--- src/rtl/controlador_display_multiplexado_if.sv ---
// Display scan bus: frame load/enable from the value source, nibble/anode/frame-end back out.
interface controlador_display_multiplexado_if #(
   parameter int DIGITOS = 4
);
   logic                   Habilitar;
   logic                   Cargar;
   logic [4*DIGITOS-1:0]   Datos;
   logic [3:0]             Binario;
   logic [DIGITOS-1:0]     Anodos;
   logic                   FinCuadro;

   modport master (
      output Habilitar, Cargar, Datos,
      input  Binario, Anodos, FinCuadro
   );

   modport slave (
      input  Habilitar, Cargar, Datos,
      output Binario, Anodos, FinCuadro
   );
endinterface

--- src/rtl/controlador_display_multiplexado.sv ---
// Multiplexed common-anode 7-segment scan controller with atomic frame reload and inter-digit blanking.
// Optional leading-zero blanking is enabled by defining SUPRESION_CEROS_EN.
module controlador_display_multiplexado #(
   parameter int DIGITOS = 4,
   parameter int DIVISOR = 50000,
   parameter int BLANCO  = 2
) (
   input  logic                             Reloj,
   input  logic                             Reset_n,
   controlador_display_multiplexado_if.slave bus
);

   localparam int MAXC = (DIVISOR > BLANCO) ? DIVISOR : BLANCO;
   localparam int CW   = $clog2(MAXC);
   localparam int IW   = $clog2(DIGITOS);
   localparam logic [CW-1:0] FIN_BLANCO  = CW'(BLANCO - 1);
   localparam logic [CW-1:0] FIN_MOSTRAR = CW'(DIVISOR - 1);
   localparam logic [IW-1:0] ULTIMO      = IW'(DIGITOS - 1);

   typedef enum logic [1:0] {ST_REPOSO, ST_BLANCO, ST_MOSTRAR} estado_t;

   estado_t                estado, estado_sig;
   logic [CW-1:0]          cuenta, cuenta_sig;
   logic [IW-1:0]          indice, indice_sig;
   logic [4*DIGITOS-1:0]   sombra, sombra_sig;
   logic [4*DIGITOS-1:0]   pendiente, pendiente_sig;
   logic                   hay_pendiente, hay_pendiente_sig;
   logic [3:0]             binario, binario_sig;
   logic [DIGITOS-1:0]     anodos, anodos_sig;
   logic                   fin_cuadro, fin_cuadro_sig;
   logic [DIGITOS-1:0]     visibles;

   function automatic logic [3:0] nibble(input logic [4*DIGITOS-1:0] marco,
                                         input logic [IW-1:0]        idx);
      return marco[4*idx +: 4];
   endfunction

   // Digit i is visible unless it and every more significant nibble are zero.
   always_comb begin
      visibles = '1;
`ifdef SUPRESION_CEROS_EN
      for (int i = 1; i < DIGITOS; i++) begin
         visibles[i] = (sombra >> (4*i)) != '0;
      end
`endif
   end

   always_comb begin
      estado_sig        = estado;
      cuenta_sig        = cuenta;
      indice_sig        = indice;
      sombra_sig        = sombra;
      pendiente_sig     = pendiente;
      hay_pendiente_sig = hay_pendiente;
      binario_sig       = binario;
      anodos_sig        = anodos;
      fin_cuadro_sig    = 1'b0;

      if (bus.Cargar) begin
         pendiente_sig     = bus.Datos;
         hay_pendiente_sig = 1'b1;
      end

      if (!bus.Habilitar) begin
         estado_sig = ST_REPOSO;
         cuenta_sig = '0;
         indice_sig = '0;
         anodos_sig = '1;
      end else begin
         case (estado)
            ST_REPOSO: begin
               estado_sig  = ST_BLANCO;
               cuenta_sig  = '0;
               indice_sig  = '0;
               binario_sig = sombra[3:0];
               anodos_sig  = '1;
            end
            ST_BLANCO: begin
               anodos_sig = '1;
               if (cuenta == FIN_BLANCO) begin
                  estado_sig = ST_MOSTRAR;
                  cuenta_sig = '0;
                  anodos_sig = ~(DIGITOS'(1) << indice) | ~visibles;
               end else begin
                  cuenta_sig = cuenta + 1'b1;
               end
            end
            ST_MOSTRAR: begin
               if (cuenta == FIN_MOSTRAR) begin
                  estado_sig = ST_BLANCO;
                  cuenta_sig = '0;
                  anodos_sig = '1;
                  if (indice == ULTIMO) begin
                     // Frame boundary: a strobe on this very cycle beats the pending frame.
                     indice_sig     = '0;
                     fin_cuadro_sig = 1'b1;
                     if (bus.Cargar) begin
                        sombra_sig        = bus.Datos;
                        hay_pendiente_sig = 1'b0;
                     end else if (hay_pendiente) begin
                        sombra_sig        = pendiente;
                        hay_pendiente_sig = 1'b0;
                     end
                     binario_sig = sombra_sig[3:0];
                  end else begin
                     indice_sig  = indice + 1'b1;
                     binario_sig = nibble(sombra, indice + 1'b1);
                  end
               end else begin
                  cuenta_sig = cuenta + 1'b1;
               end
            end
            default: begin
               estado_sig = ST_REPOSO;
               anodos_sig = '1;
            end
         endcase
      end
   end

   always_ff @(posedge Reloj or negedge Reset_n) begin
      if (!Reset_n) begin
         estado        <= ST_REPOSO;
         cuenta        <= '0;
         indice        <= '0;
         sombra        <= '0;
         pendiente     <= '0;
         hay_pendiente <= 1'b0;
         binario       <= '0;
         anodos        <= '1;
         fin_cuadro    <= 1'b0;
      end else begin
         estado        <= estado_sig;
         cuenta        <= cuenta_sig;
         indice        <= indice_sig;
         sombra        <= sombra_sig;
         pendiente     <= pendiente_sig;
         hay_pendiente <= hay_pendiente_sig;
         binario       <= binario_sig;
         anodos        <= anodos_sig;
         fin_cuadro    <= fin_cuadro_sig;
      end
   end

   assign bus.Binario   = binario;
   assign bus.Anodos    = anodos;
   assign bus.FinCuadro = fin_cuadro;

endmodule

--- src/flat_wrapper.sv ---
// flat-port wrapper written by rule: the top's interface ports become plain ports
module controlador_display_multiplexado_flat 
#(
   parameter int DIGITOS = 4,
   parameter int DIVISOR = 50000,
   parameter int BLANCO  = 2
)
  (Reloj, Reset_n, bus_Habilitar, bus_Cargar, bus_Datos, bus_Binario, bus_Anodos, bus_FinCuadro);
  controlador_display_multiplexado_if #(.DIGITOS(DIGITOS)) bus_i ();
  input  logic Reloj;
  input  logic Reset_n;
  input wire logic [$bits(bus_i.Habilitar)-1:0] bus_Habilitar;
  input wire logic [$bits(bus_i.Cargar)-1:0] bus_Cargar;
  input wire logic [$bits(bus_i.Datos)-1:0] bus_Datos;
  output wire logic [$bits(bus_i.Binario)-1:0] bus_Binario;
  output wire logic [$bits(bus_i.Anodos)-1:0] bus_Anodos;
  output wire logic [$bits(bus_i.FinCuadro)-1:0] bus_FinCuadro;
  assign bus_i.Habilitar = bus_Habilitar;
  assign bus_i.Cargar = bus_Cargar;
  assign bus_i.Datos = bus_Datos;
  assign bus_Binario = bus_i.Binario;
  assign bus_Anodos = bus_i.Anodos;
  assign bus_FinCuadro = bus_i.FinCuadro;
  controlador_display_multiplexado #(.DIGITOS(DIGITOS), .DIVISOR(DIVISOR), .BLANCO(BLANCO)) u_core (.Reloj(Reloj), .Reset_n(Reset_n), .bus(bus_i));
endmodule
--- config.mk ---
export PLATFORM = sky130hd
export DESIGN_NAME = controlador_display_multiplexado_flat
export DESIGN_NICKNAME = d
export VERILOG_FILES = /design/src/rtl/controlador_display_multiplexado_if.sv /design/src/rtl/controlador_display_multiplexado.sv /design/src/flat_wrapper.sv
export SDC_FILE = /design/constraint.sdc
export NUM_CORES = 1
export LEC_CHECK = 0
export CORE_ASPECT_RATIO = 0.75
export CORE_UTILIZATION = 58
export CTS_CLUSTER_SIZE = 30
export DETAILED_ROUTE_END_ITERATION = 6
export PLACE_DENSITY_LB_ADDON = 0.3
export SETUP_SLACK_MARGIN = 0.02
export SYNTH_ARGS = -nofsm -noshare
export SYNTH_HDL_FRONTEND = slang
export SYNTH_SLANG_ARGS = --single-unit
export TNS_END_PERCENT = 20
--- constraint.sdc ---
create_clock -name Reloj -period 2.85 [get_ports Reloj]
set_input_delay 0.285 -clock Reloj [delete_from_list [all_inputs] [get_ports Reloj]]
set_output_delay 0.285 -clock Reloj [all_outputs]
set_load 0.01 [all_outputs]
Word level (Yosys, flattened, before mapping). Index checks and enable logic that the tools add are counted.

Register bits: 62. Input bits: 20. Output and inout port bits: 9. Word-level logic and storage cells: 65.

$add $sub $neg: 2. Eq/ne operators: 10. Shift-type cells: 2. Mux-type cells: 32. Bitwise gates (word level): 1. Reduce and logical (&&, ||, !) cells: 8.

Operators with widths (count): $mux 16 (5); $pmux 16 s3 (1); $mux 4 (5); $add 16x1->16 const B (1); $eq 16x1->1 const B (1); $eq 16x16->1 const B (1); $pmux 4 s2 (2); $shiftx 16x5->4 (1); $mux 2 (6); $mux 1 (11); $ne 3x2->1 const B (2); $pmux 2 s3 (1); $reduce_and 5->1 (1); $eq 2x2->1 const B (2); $ne 4x1->1 const B (1); $not 4->4 (1); $pmux 2 s2 (1); $reduce_and 2->1 (2); $reduce_and 4->1 (1); $reduce_bool 2->1 (2); $shl 1x2->4 const A (1); $ne 3x1->1 const B (1); $reduce_and 3->1 (1); $add 2x1->2 const B (1); other kinds (3) (3).

Longest topological paths before layout. Gate-level depths: netlist (run 1).

Depth in word-level cells: 7. Depth in mapped cells: 9.

Least setup slack after synthesis (run 1). OpenSTA, ideal clock, no wires.

Path type: register to register. Start: register u_core.indice[0]. End: register u_core.binario[0] (netlist: u_core.bus.Binario[0]). Arrival: 1.930 ns. Required time: 2.725 ns. Slack: 0.795 ns. Stages on the path, launching flop included: 7. Buffers on the path: 0. Path through: dfrtp_1 > inv_1 > ha_1 > mux4_2 > mux2i_1 > a21oi_1 > mux2_2.

Cells in the longest elaborated chain, start to end: 5. Elaborated cells between the ends (all ways): 6. Those cells by class: 1 x add/sub; 1 x eq/ne; 1 x shift; 3 x mux.

Ends and longest elaborated chain: from (decl) (line controlador_display_multiplexado.sv:24) `logic [IW-1:0] indice, indice_sig;`; from (signal assigned) (line controlador_display_multiplexado.sv:135) `indice <= indice_sig;`; $add 2x1->2 (line controlador_display_multiplexado.sv:107) `binario_sig = nibble(sombra, indice + 1'b1);`; $shiftx 16x5->4 (line controlador_display_multiplexado.sv:35) `return marco[4*idx +: 4];`; $mux 4 * (line controlador_display_multiplexado.sv:93) `if (indice == ULTIMO) begin`; $mux 4 * (line controlador_display_multiplexado.sv:89) `if (cuenta == FIN_MOSTRAR) begin`; $pmux 4 s2 * (line controlador_display_multiplexado.sv:70) `case (estado)`; to (signal assigned) (line controlador_display_multiplexado.sv:139) `binario <= binario_sig;`; to (decl) (line controlador_display_multiplexado.sv:28) `logic [3:0] binario, binario_sig;`.

Every way passes the cells marked *; elsewhere a longest branch is shown, timed or not. The select of a mux whose other input is x is not followed. A chain may end at the register's enable or synchronous reset.

Worst setup path after layout (run 1).
Start: register u_core.cuenta[5]. End: register u_core.cuenta[14].

Cells in the longest elaborated chain, start to end: 4. Elaborated cells between the ends (all ways): 7. Those cells by class: 1 x add/sub; 2 x eq/ne; 4 x mux.

Ends and longest elaborated chain: from (decl) (line controlador_display_multiplexado.sv:23) `logic [CW-1:0] cuenta, cuenta_sig;`; from (signal assigned) (line controlador_display_multiplexado.sv:134) `cuenta <= cuenta_sig;`; $add 16x1->16, or another cell as far along (line controlador_display_multiplexado.sv:85, controlador_display_multiplexado.sv:110); $mux 16 (on tied branches) (line controlador_display_multiplexado.sv:89, controlador_display_multiplexado.sv:80); $pmux 16 s3 * (line controlador_display_multiplexado.sv:70); $mux 16 * (line controlador_display_multiplexado.sv:64) `if (!bus.Habilitar) begin`.

Every way passes the cells marked *; elsewhere a longest branch is shown, timed or not.

==> out/qor.txt, run 1 <==
Status: finished clean
Chip height: 67.2 um
Fin. Hold Viols: 0
Post-CTS Setup Inserts: 0
Mapped Avg Cell Area: 10.8 um2
ANT nets after route: 0
Clock skew: 0.00857 ns
Worst-Margin Slew: 0.854 ns
Period utilisation layout: 0.849
GRT Total Usage: 0.260
Worst EP required: 3.02 ns
Max-slew violation count: 0
CP Cell Sequence: nor3_1, nand4_2, and2_4, o21ai_0, o211ai_1
Share of post-route cells with drive strength above 1: 0.223
Synthesis Warnings: 0
Peak supply drop: 0.331 mV
Synth area leaders: dfrtp_1 (44%), mux2_2 (12%), nand2_1 (5.1%)
Pin count of the biggest net entering global routing: 63
Final hold slack: 0.107 ns
Static leakage: 1.69 nW
Clock Tree Buf Depth: 2
Grt total ovfl: 0
CTS tree: done
CP Class: reg2reg
Antenna cells: 0
Crit Path Max Fanout: 17
Initial antenna violation count: 0
Pre-antenna DRT Iters: 4
Clock transition at path regs: 0.07 ns
Crit-path max cell delay: 0.69 ns
Initial DRC Count: 199
Nets: 361
Post-synthesis sequential area ratio: 0.474
Syn_nets: 333
Drc violations: 0
Pre-CTS WS: 0.514 ns
Mapped cell area: 0.00328 mm2
Post-route minimum period: 2.42 ns
Initial Utilization: 0.607
Maximum clock rate: 0.413 GHz
Latest clock arrival within the worst-skew pair: 0.33 ns
Htree depth: 3
Row count: 23
Gate Count Post-Synth: 303
Register Area: 0.00156 mm2
Post-cts sizing count: 0
Top-area cell type share of the netlist area: 0.442
Number of CTS-inserted buffers: 9
Gpl congestion: 0.822
Global-route wire length before repair: 11300 um
Worst Path Arrival: 2.59 ns
CP max stage cell: o21ai_0
Fin util: 0.705
Hold Crit Class: in2async
Post-synth EDFFs: 0
Async set-reset flop share out of synthesis: 1.00
CTS root buffer: clkbuf_8
Hpwl dp: 4650 um
Chip width: 88.9 um
Slew margin rel.: 0.424
Core Region: 0.00541 mm2
Total wire length: 6970 um
Clock sinks: 62
Vias in the first global route: 2262
Yosys cell types: 43
Vias: 2412
Worst setup EP type: register
Post-synth top area cell: dfrtp_1
Port bufs: 28
Fin Setup TNS: 0 ns
Hold Buf Count CTS: 0
Top FF cell, synth: dfrtp_1
Design area: 0.00381 mm2
PwrDens: 496 mW/mm2
Setup-failing EPs final: 0
Placed cell areas: 0.00361 mm2
Avg WL per Cell: 16.9 um
Die area: 0.00597 mm2
Synthesis-to-layout area growth: 16.2%
Fillers: 412
CP Launch Type: register
Multi-input combinational cell area: 0.00160 mm2
Max-cap violations: 0
Vias per inst: 5.87
Unrepaired setup endpoints after global routing: false
Final setup margin: 0.432 ns
Yosys reg bits: 62
# IOs: 29
synthesized netlist by cell type, drive strengths merged (4+ instances only):
cell type,n
nand2,45
and2,11
mux2i,8
dfrtp,58
inv,10
mux2,36
nand3,8
o221ai,10
nor3,6
dfstp,4
ha,10
clkbuf,11
nand4,6
mux4,4
a21oi,5
o211ai,5
nor2,16
and4,5
o21ai,12
buf,7
per-layer routing:
metal | GRT usage | share of wire | vias up | wire length (um)
met5 | 0 | 0 | - | 0
met4 | 0.0665 | 0.0079 | 0 | 55
met3 | 0.0782 | 0.073 | 4 | 505
met2 | 0.368 | 0.44 | 91 | 3040
met1 | 0.388 | 0.48 | 1178 | 3360
li1 | - | - | 1139 | -
stage by stage:
step / instances / power, mW
after detailed placement: 395 / 1.13
after global placement: 395 / 1.13
after CTS: 411 / 1.91
after global routing: 411 / 1.97
after floorplan: 303 / 1.06
final: 411 / 1.89
layout make-up:
type	count	share of cell area
flip-flops and latches	62	0.408
inverters	10	0.00984
multi-input cells	213	0.419
repair buffers	35	0.0860
clock inverters	5	0.0154
well taps	75	0.0246
clock buffers	11	0.0371
state kept, by name, summed over array words and instances, names as in the netlist:
name                  flops
u_core.cuenta            16
u_core.pendiente         16
u_core.sombra            16
u_core.bus.Anodos         4
u_core.bus.Binario        4
u_core.estado             2
u_core.indice             2
u_core.bus.FinCuadro      1
u_core.hay_pendiente      1
cells in the final DEF (no fill, tap or decap), types with 4 or more instances in the layout:
cell             instances
dfrtp_1                 58
nand2_1                 45
mux2_2                  35
clkdlybuf4s50_1         27
nor2_1                  16
o21ai_0                 12
inv_1                   10
and2_1                  10
o221ai_1                10
ha_1                    10
clkbuf_8                10
mux2i_1                  8
nand3_1                  8
buf_4                    7
and4_1                   5
nand4_1                  5
nor3_1                   5
a21oi_1                  5
o211ai_1                 5
mux4_2                   4
dfstp_2                  4
critical path: cells and delay by family, from the launching register on:
family | cells | cell delay, ns
flip-flops | 1 | 0.48
AO/OA/AOI/OAI | 2 | 0.88
AND/OR/NAND/NOR | 3 | 0.89
power by group:
part / total, mW / internal, mW / switching (mW)
combinational: 0.198 / 0.0821 / 0.116
sequential: 0.923 / 0.908 / 0.0150
clock: 0.772 / 0.428 / 0.344
path summary, 6_finish.rpt:
kind	start	slack, ns	endpoint	cells after the start
max in group asynchronous	Reset_n	2.25	u_core.pendiente[7]	2
setup / recovery	u_core.cuenta[5]	0.43	u_core.cuenta[14]	5
hold reg to reg	u_core.sombra[6]	0.49	u_core.sombra[6]	1
min in group Reloj	u_core.sombra[6]	0.49	u_core.sombra[6]	1
setup reg to reg	u_core.cuenta[5]	0.43	u_core.cuenta[14]	5
hold / removal	Reset_n	0.11	u_core.cuenta[6]	2
cell families after synthesis:
group | Yosys count | share of synthesized area
simple gates | 113 | 0.184
flops | 62 | 0.474
mux | 48 | 0.175
compound gates | 42 | 0.0896
buf+inv | 28 | 0.0393
fa+ha+maj | 10 | 0.0381
Note: power is estimated with default switching activity, not from simulation.
==> run 2: changes to the inputs <==
==> constraint.sdc (replaced) <==
create_clock -name Reloj -period 2.32 [get_ports Reloj]
set_input_delay 0.232 -clock Reloj [delete_from_list [all_inputs] [get_ports Reloj]]
set_output_delay 0.232 -clock Reloj [all_outputs]
set_load 0.01 [all_outputs]
==> out/qor.txt, run 2 (synthesis gave the netlist of run 1 again) <==
Period utilisation layout: 0.899 (+0.0505)
Initial antenna violation count: 0 (unchanged)
Static leakage: 1.73 nW (+2.3%)
ANT nets after route: 0 (unchanged)
Worst Path Arrival: 2.33 ns (-0.26 ns)
Final hold slack: 0.400 ns (+0.293 ns)
Initial Utilization: 0.607 (unchanged)
Status: finished clean
Die area: 0.00597 mm2 (unchanged)
CTS tree: done
Maximum clock rate: 0.479 GHz (+16%)
WP buf/inv: 1 (+1)
GRT Total Usage: 0.252 (-0.00748)
Vias in the first global route: 2155 (-4.7%)
CP Depth: 6 (+1)
CP Class: reg2reg
Number of CTS-inserted buffers: 9 (unchanged)
Total wire length: 6700 um (-3.8%)
Delay-heaviest family, CP: multiplexers
Global-route wire length before repair: 11000 um (-2.5%)
Synthesis-to-layout area growth: 19.0%
Setup-failing EPs final: 0 (unchanged)
Max-slew violation count: 0 (unchanged)
Crit-path max cell delay: 0.57 ns (-0.12 ns)
Vias: 2370 (-1.7%)
Most common cell after layout, fill and taps aside: dfrtp_1
R2r worst-path depth: 6 (+1)
Unrepaired setup endpoints after global routing: false
Chip height: 67.2 um (unchanged)
Drc violations: 0 (unchanged)
# IOs: 29 (unchanged)
CP Cell Sequence: inv_1, ha_1, mux4_2, mux2i_1, a21oi_1, mux2_2
Clock Tree Buf Depth: 2 (unchanged)
Avg WL per Cell: 16.1 um (-5.2%)
Reg2reg end: u_core.bus.Binario[0]
Latest clock arrival within the worst-skew pair: 0.35 ns (+0.02 ns)
Post-cts sizing count: 0 (unchanged)
Share of post-route cells with drive strength above 1: 0.237 (+0.0136)
Worst r2r src: u_core.indice[1]
Fin util: 0.722 (+0.0171)
CP max stage cell: mux4_2
Pre-antenna DRT Iters: 4 (unchanged)
Slew margin rel.: 0.627 (+0.203)
Max-cap violations: 0 (unchanged)
Antenna cells: 0 (unchanged)
Pin count of the biggest net entering global routing: 40 (-37%)
Crit Path Max Fanout: 5 (-12)
Worst setup EP type: register
Placed cell areas: 0.00369 mm2 (+2.1%)
PwrDens: 611 mW/mm2 (+23%)
Critical path startpoint: u_core.indice[1]
Clock sinks: 62 (unchanged)
Hpwl dp: 4690 um (+0.79%)
Htree depth: 3 (unchanged)
Grt total ovfl: 0 (unchanged)
Core Region: 0.00541 mm2 (unchanged)
Nets: 367 (+1.7%)
Fin. Hold Viols: 0 (unchanged)
Biggest regs: u_core.cuenta: 16 flops, u_core.pendiente: 16 flops, u_core.sombra: 16 flops
Vias per inst: 5.68 (-3.2%)
Chip width: 88.9 um (unchanged)
Final setup margin: 0.234 ns (-0.198 ns)
Post-route minimum period: 2.09 ns (-0.332 ns)
Flop2flop setup slack: 0.23 ns (-0.20 ns)
Clock skew: 0.0111 ns (+0.00253 ns)
Peak supply drop: 0.485 mV (+47%)
Worst EP required: 2.56 ns (-0.46 ns)
Port bufs: 28 (unchanged)
Commonest non-fill, non-tap cells in the layout: dfrtp_1 (58), nand2_1 (45), mux2_2 (35)
Design area: 0.00391 mm2 (+2.4%)
Clock transition at path regs: 0.08 ns (about the same)
Gpl congestion: 0.848 (+3.1%)
CP Launch Type: register
Pre-CTS WS: 0.219 ns (-0.295 ns)
CTS root buffer: clkbuf_8
Worst-Margin Slew: 0.559 ns (-0.295 ns)
Row count: 23 (unchanged)
Initial DRC Count: 274 (+38%)
Hold Crit Class: in2async
Fin Setup TNS: 0 ns (unchanged)
run 2: changes by cell type in the layout (fill, tap and decap cells not counted), sizes merged:
cell and change:
buf +5, clkbuf -1, clkinv -1, clkinvlp +1, dlygate4sd3 +1, inv +1
run 2: per-stage QoR:
step	cells	total power, mW
after floorplan	303	1.30
after global placement	400	1.40
after detailed placement	400	1.41
after CTS	417	2.40
after global routing	417	2.48
final	417	2.39
run 2: area by class of cell:
class	count	area, um2
well taps	75	93.8
inverters	10	37.5
fillers	403	1500
clock inverters	6	70.1
multi-input cells	213	1600
clock buffers	10	138
flip-flops and latches	62	1560
repair buffers	41	413
run 2: timing repair:
item | CTS | global route
hold buffers | 1 | 0
hold endpoints to repair | 23 | 0
buffers inserted | 0 | 0
run 2: per-layer routing:
layer / GRT usage / vias to the layer above / share of wire
met4: 0.0847 / 0 / 0.014
met2: 0.317 / 67 / 0.40
met1: 0.405 / 1130 / 0.52
met3: 0.0721 / 10 / 0.066
met5: 0 / - / 0
li1: - / 1163 / -
run 2: worst max path at each step:
| stage | to | slack (ns) |
|---|---|---|
| after CTS | u_core.bus.Binario[0] | 0.22 |
| after detailed placement | u_core.bus.Binario[0] | 0.22 |
| final | u_core.bus.Binario[0] | 0.23 |
| after global placement | u_core.bus.Binario[0] | 0.27 |
| after floorplan | u_core.bus.Binario[0] | 0.27 |
| after global routing | u_core.bus.Binario[0] | 0.13 |
run 2: where the power goes:
group / internal, mW / total, mW / switching [mW]
logic: 0.114 / 0.258 / 0.144
registers: 1.12 / 1.13 / 0.0176
clock network: 0.530 / 0.995 / 0.465
run 2: worst register-to-register path, stage by stage, from the launching register on:
cell	delay [ns]
dfrtp_1	0.42
inv_1	0.09
ha_1	0.45
mux4_2	0.57
mux2i_1	0.14
a21oi_1	0.08
mux2_2	0.26
==> run 3: changes to the inputs <==
--- a/config.mk
+++ b/config.mk
@@ -9,6 +9,7 @@
 export CORE_UTILIZATION = 58
 export CTS_CLUSTER_SIZE = 30
 export DETAILED_ROUTE_END_ITERATION = 6
+export MAX_ROUTING_LAYER = met4
 export PLACE_DENSITY_LB_ADDON = 0.3
 export SETUP_SLACK_MARGIN = 0.02
 export SYNTH_ARGS = -nofsm -noshare
==> out/qor.txt, run 3 (synthesis gave the netlist of run 1 again) <==
Static leakage: 1.73 nW (unchanged)
# IOs: 29 (unchanged)
Latest clock arrival within the worst-skew pair: 0.35 ns (about the same)
CP Cell Sequence: inv_1, ha_1, mux4_2, mux2i_1, a21oi_1, mux2_2
ANT nets after route: 0 (unchanged)
Slew margin rel.: 0.626 (-0.00142)
Clock Tree Buf Depth: 2 (unchanged)
Htree depth: 3 (unchanged)
Vias: 2401 (+1.3%)
Crit Path Max Fanout: 5 (unchanged)
Post-route minimum period: 2.10 ns (+0.00985 ns)
CP Launch Type: register
Final setup margin: 0.224 ns (-0.00985 ns)
Worst-Margin Slew: 0.562 ns (+0.00213 ns)
Total wire length: 6700 um (about the same)
CP Class: reg2reg
Post-CTS Setup Inserts: 0 (unchanged)
Biggest regs: u_core.cuenta: 16 flops, u_core.pendiente: 16 flops, u_core.sombra: 16 flops
CP max stage cell: mux4_2
Row count: 23 (unchanged)
Worst setup EP type: register
Fillers: 403 (unchanged)
Initial Utilization: 0.607 (unchanged)
Clock skew: 0.0119 ns (+0.000798 ns)
Clock sinks: 62 (unchanged)
Peak supply drop: 0.485 mV (about the same)
Pre-antenna DRT Iters: 5 (+1)
Grt total ovfl: 0 (unchanged)
PwrDens: 611 mW/mm2 (about the same)
Design area: 0.00391 mm2 (unchanged)
Unrepaired setup endpoints after global routing: false
Share of post-route cells with drive strength above 1: 0.237 (unchanged)
CTS tree: done
Period utilisation layout: 0.903 (+0.00425)
Chip width: 88.9 um (unchanged)
Status: finished clean
Pin count of the biggest net entering global routing: 40 (unchanged)
Worst Path Arrival: 2.34 ns (about the same)
Crit-path max cell delay: 0.57 ns (about the same)
Commonest non-fill, non-tap cells in the layout: dfrtp_1 (58), nand2_1 (45), mux2_2 (35)
Hpwl dp: 4690 um (unchanged)
Fin. Hold Viols: 0 (unchanged)
R2r worst-path depth: 6 (unchanged)
Tot Pwr: 2.39 mW (about the same)
Most common cell after layout, fill and taps aside: dfrtp_1
Port bufs: 28 (unchanged)
Fin Setup TNS: 0 ns (unchanged)
Maximum clock rate: 0.477 GHz (-0.47%)
GRT Total Usage: 0.260 (+0.00771)
Hold Crit Class: in2async
Initial DRC Count: 237 (-14%)
Setup-failing EPs final: 0 (unchanged)
Number of CTS-inserted buffers: 9 (unchanged)
Die area: 0.00597 mm2 (unchanged)
Initial antenna violation count: 0 (unchanged)
Synthesis-to-layout area growth: 19.0% (unchanged)
Core Region: 0.00541 mm2 (unchanged)
Chip height: 67.2 um (unchanged)
Vias per inst: 5.76 (+1.3%)
Global-route wire length before repair: 11000 um (about the same)
Nets: 367 (unchanged)
Max-slew violation count: 0 (unchanged)
Gpl congestion: 0.862 (+1.6%)
Vias in the first global route: 2152 (-0.14%)
Clock transition at path regs: 0.08 ns (about the same)
Avg WL per Cell: 16.1 um (about the same)
Placed cell areas: 0.00369 mm2 (unchanged)
Drc violations: 0 (unchanged)
Antenna cells: 0 (unchanged)
CTS root buffer: clkbuf_8
Worst EP required: 2.56 ns (about the same)
Max-cap violations: 0 (unchanged)
Pre-CTS WS: 0.219 ns (unchanged)
==> run 3: cell counts in the layout (fill, tap and decap cells not counted) <==
Identical to the previous run, type by type.
==> run 3: area by class of cell <==
cell class	count	area, um2	share of cell area
Multi-Input combinational cell	213	1600	0.409
Sequential cell	62	1560	0.398
Timing Repair Buffer	41	413	0.106
Clock buffer	10	138	0.0352
Tap cell	75	93.8	0.0240
Clock inverter	6	70.1	0.0179
Inverter	10	37.5	0.00961
==> run 3: report_power, final <==
group	internal (mW)	total, mW	switching, mW
combinational	0.114	0.258	0.144
sequential	1.12	1.13	0.0175
clock	0.530	0.996	0.466
==> run 3: path summary, 6_finish.rpt <==
check | to | startpoint | slack [ns]
max in group asynchronous | u_core.bus.Anodos[3] | Reset_n | 1.27
min | u_core.cuenta[12] | Reset_n | 0.40
min in group Reloj | u_core.pendiente[2] | bus_Datos[2] | 0.45
max reg2reg | u_core.bus.Binario[0] | u_core.indice[1] | 0.22
min reg2reg | u_core.sombra[6] | u_core.sombra[6] | 0.50
max | u_core.bus.Binario[0] | u_core.indice[1] | 0.22
==> run 3: metal layers <==
metal,track usage,share of wire,vias up
li1,-,-,1166
met1,0.406,0.52,1151
met2,0.317,0.40,74
met3,0.0709,0.060,10
met4,0.0847,0.014,0
met5,-,0,-
==> run 3: stage by stage <==
stage          hold WS [ns]  instances  utilization
2_1_floorplan       -0.0636        303            -
3_3_place_gp          0.258        400        0.682
3_5_place_dp          0.262        400        0.682
4_1_cts               0.426        417        0.722
5_1_grt               0.461        417        0.722
6_report              0.402        417        0.722
==> run 3: what timing repair did <==
item,4_1_cts,5_1_grt
endpoints found under the hold margin,23,0
gates resized for setup,0,0
hold buffers,1,0
==> run 3: critical path: cells and delay by family, from the launching register on <==
| family | cells | cell delay, ns |
|---|---|---|
| fa+ha+maj | 1 | 0.45 |
| mux | 3 | 0.96 |
| compound gates | 1 | 0.08 |
| buf+inv | 1 | 0.09 |
| flops | 1 | 0.42 |
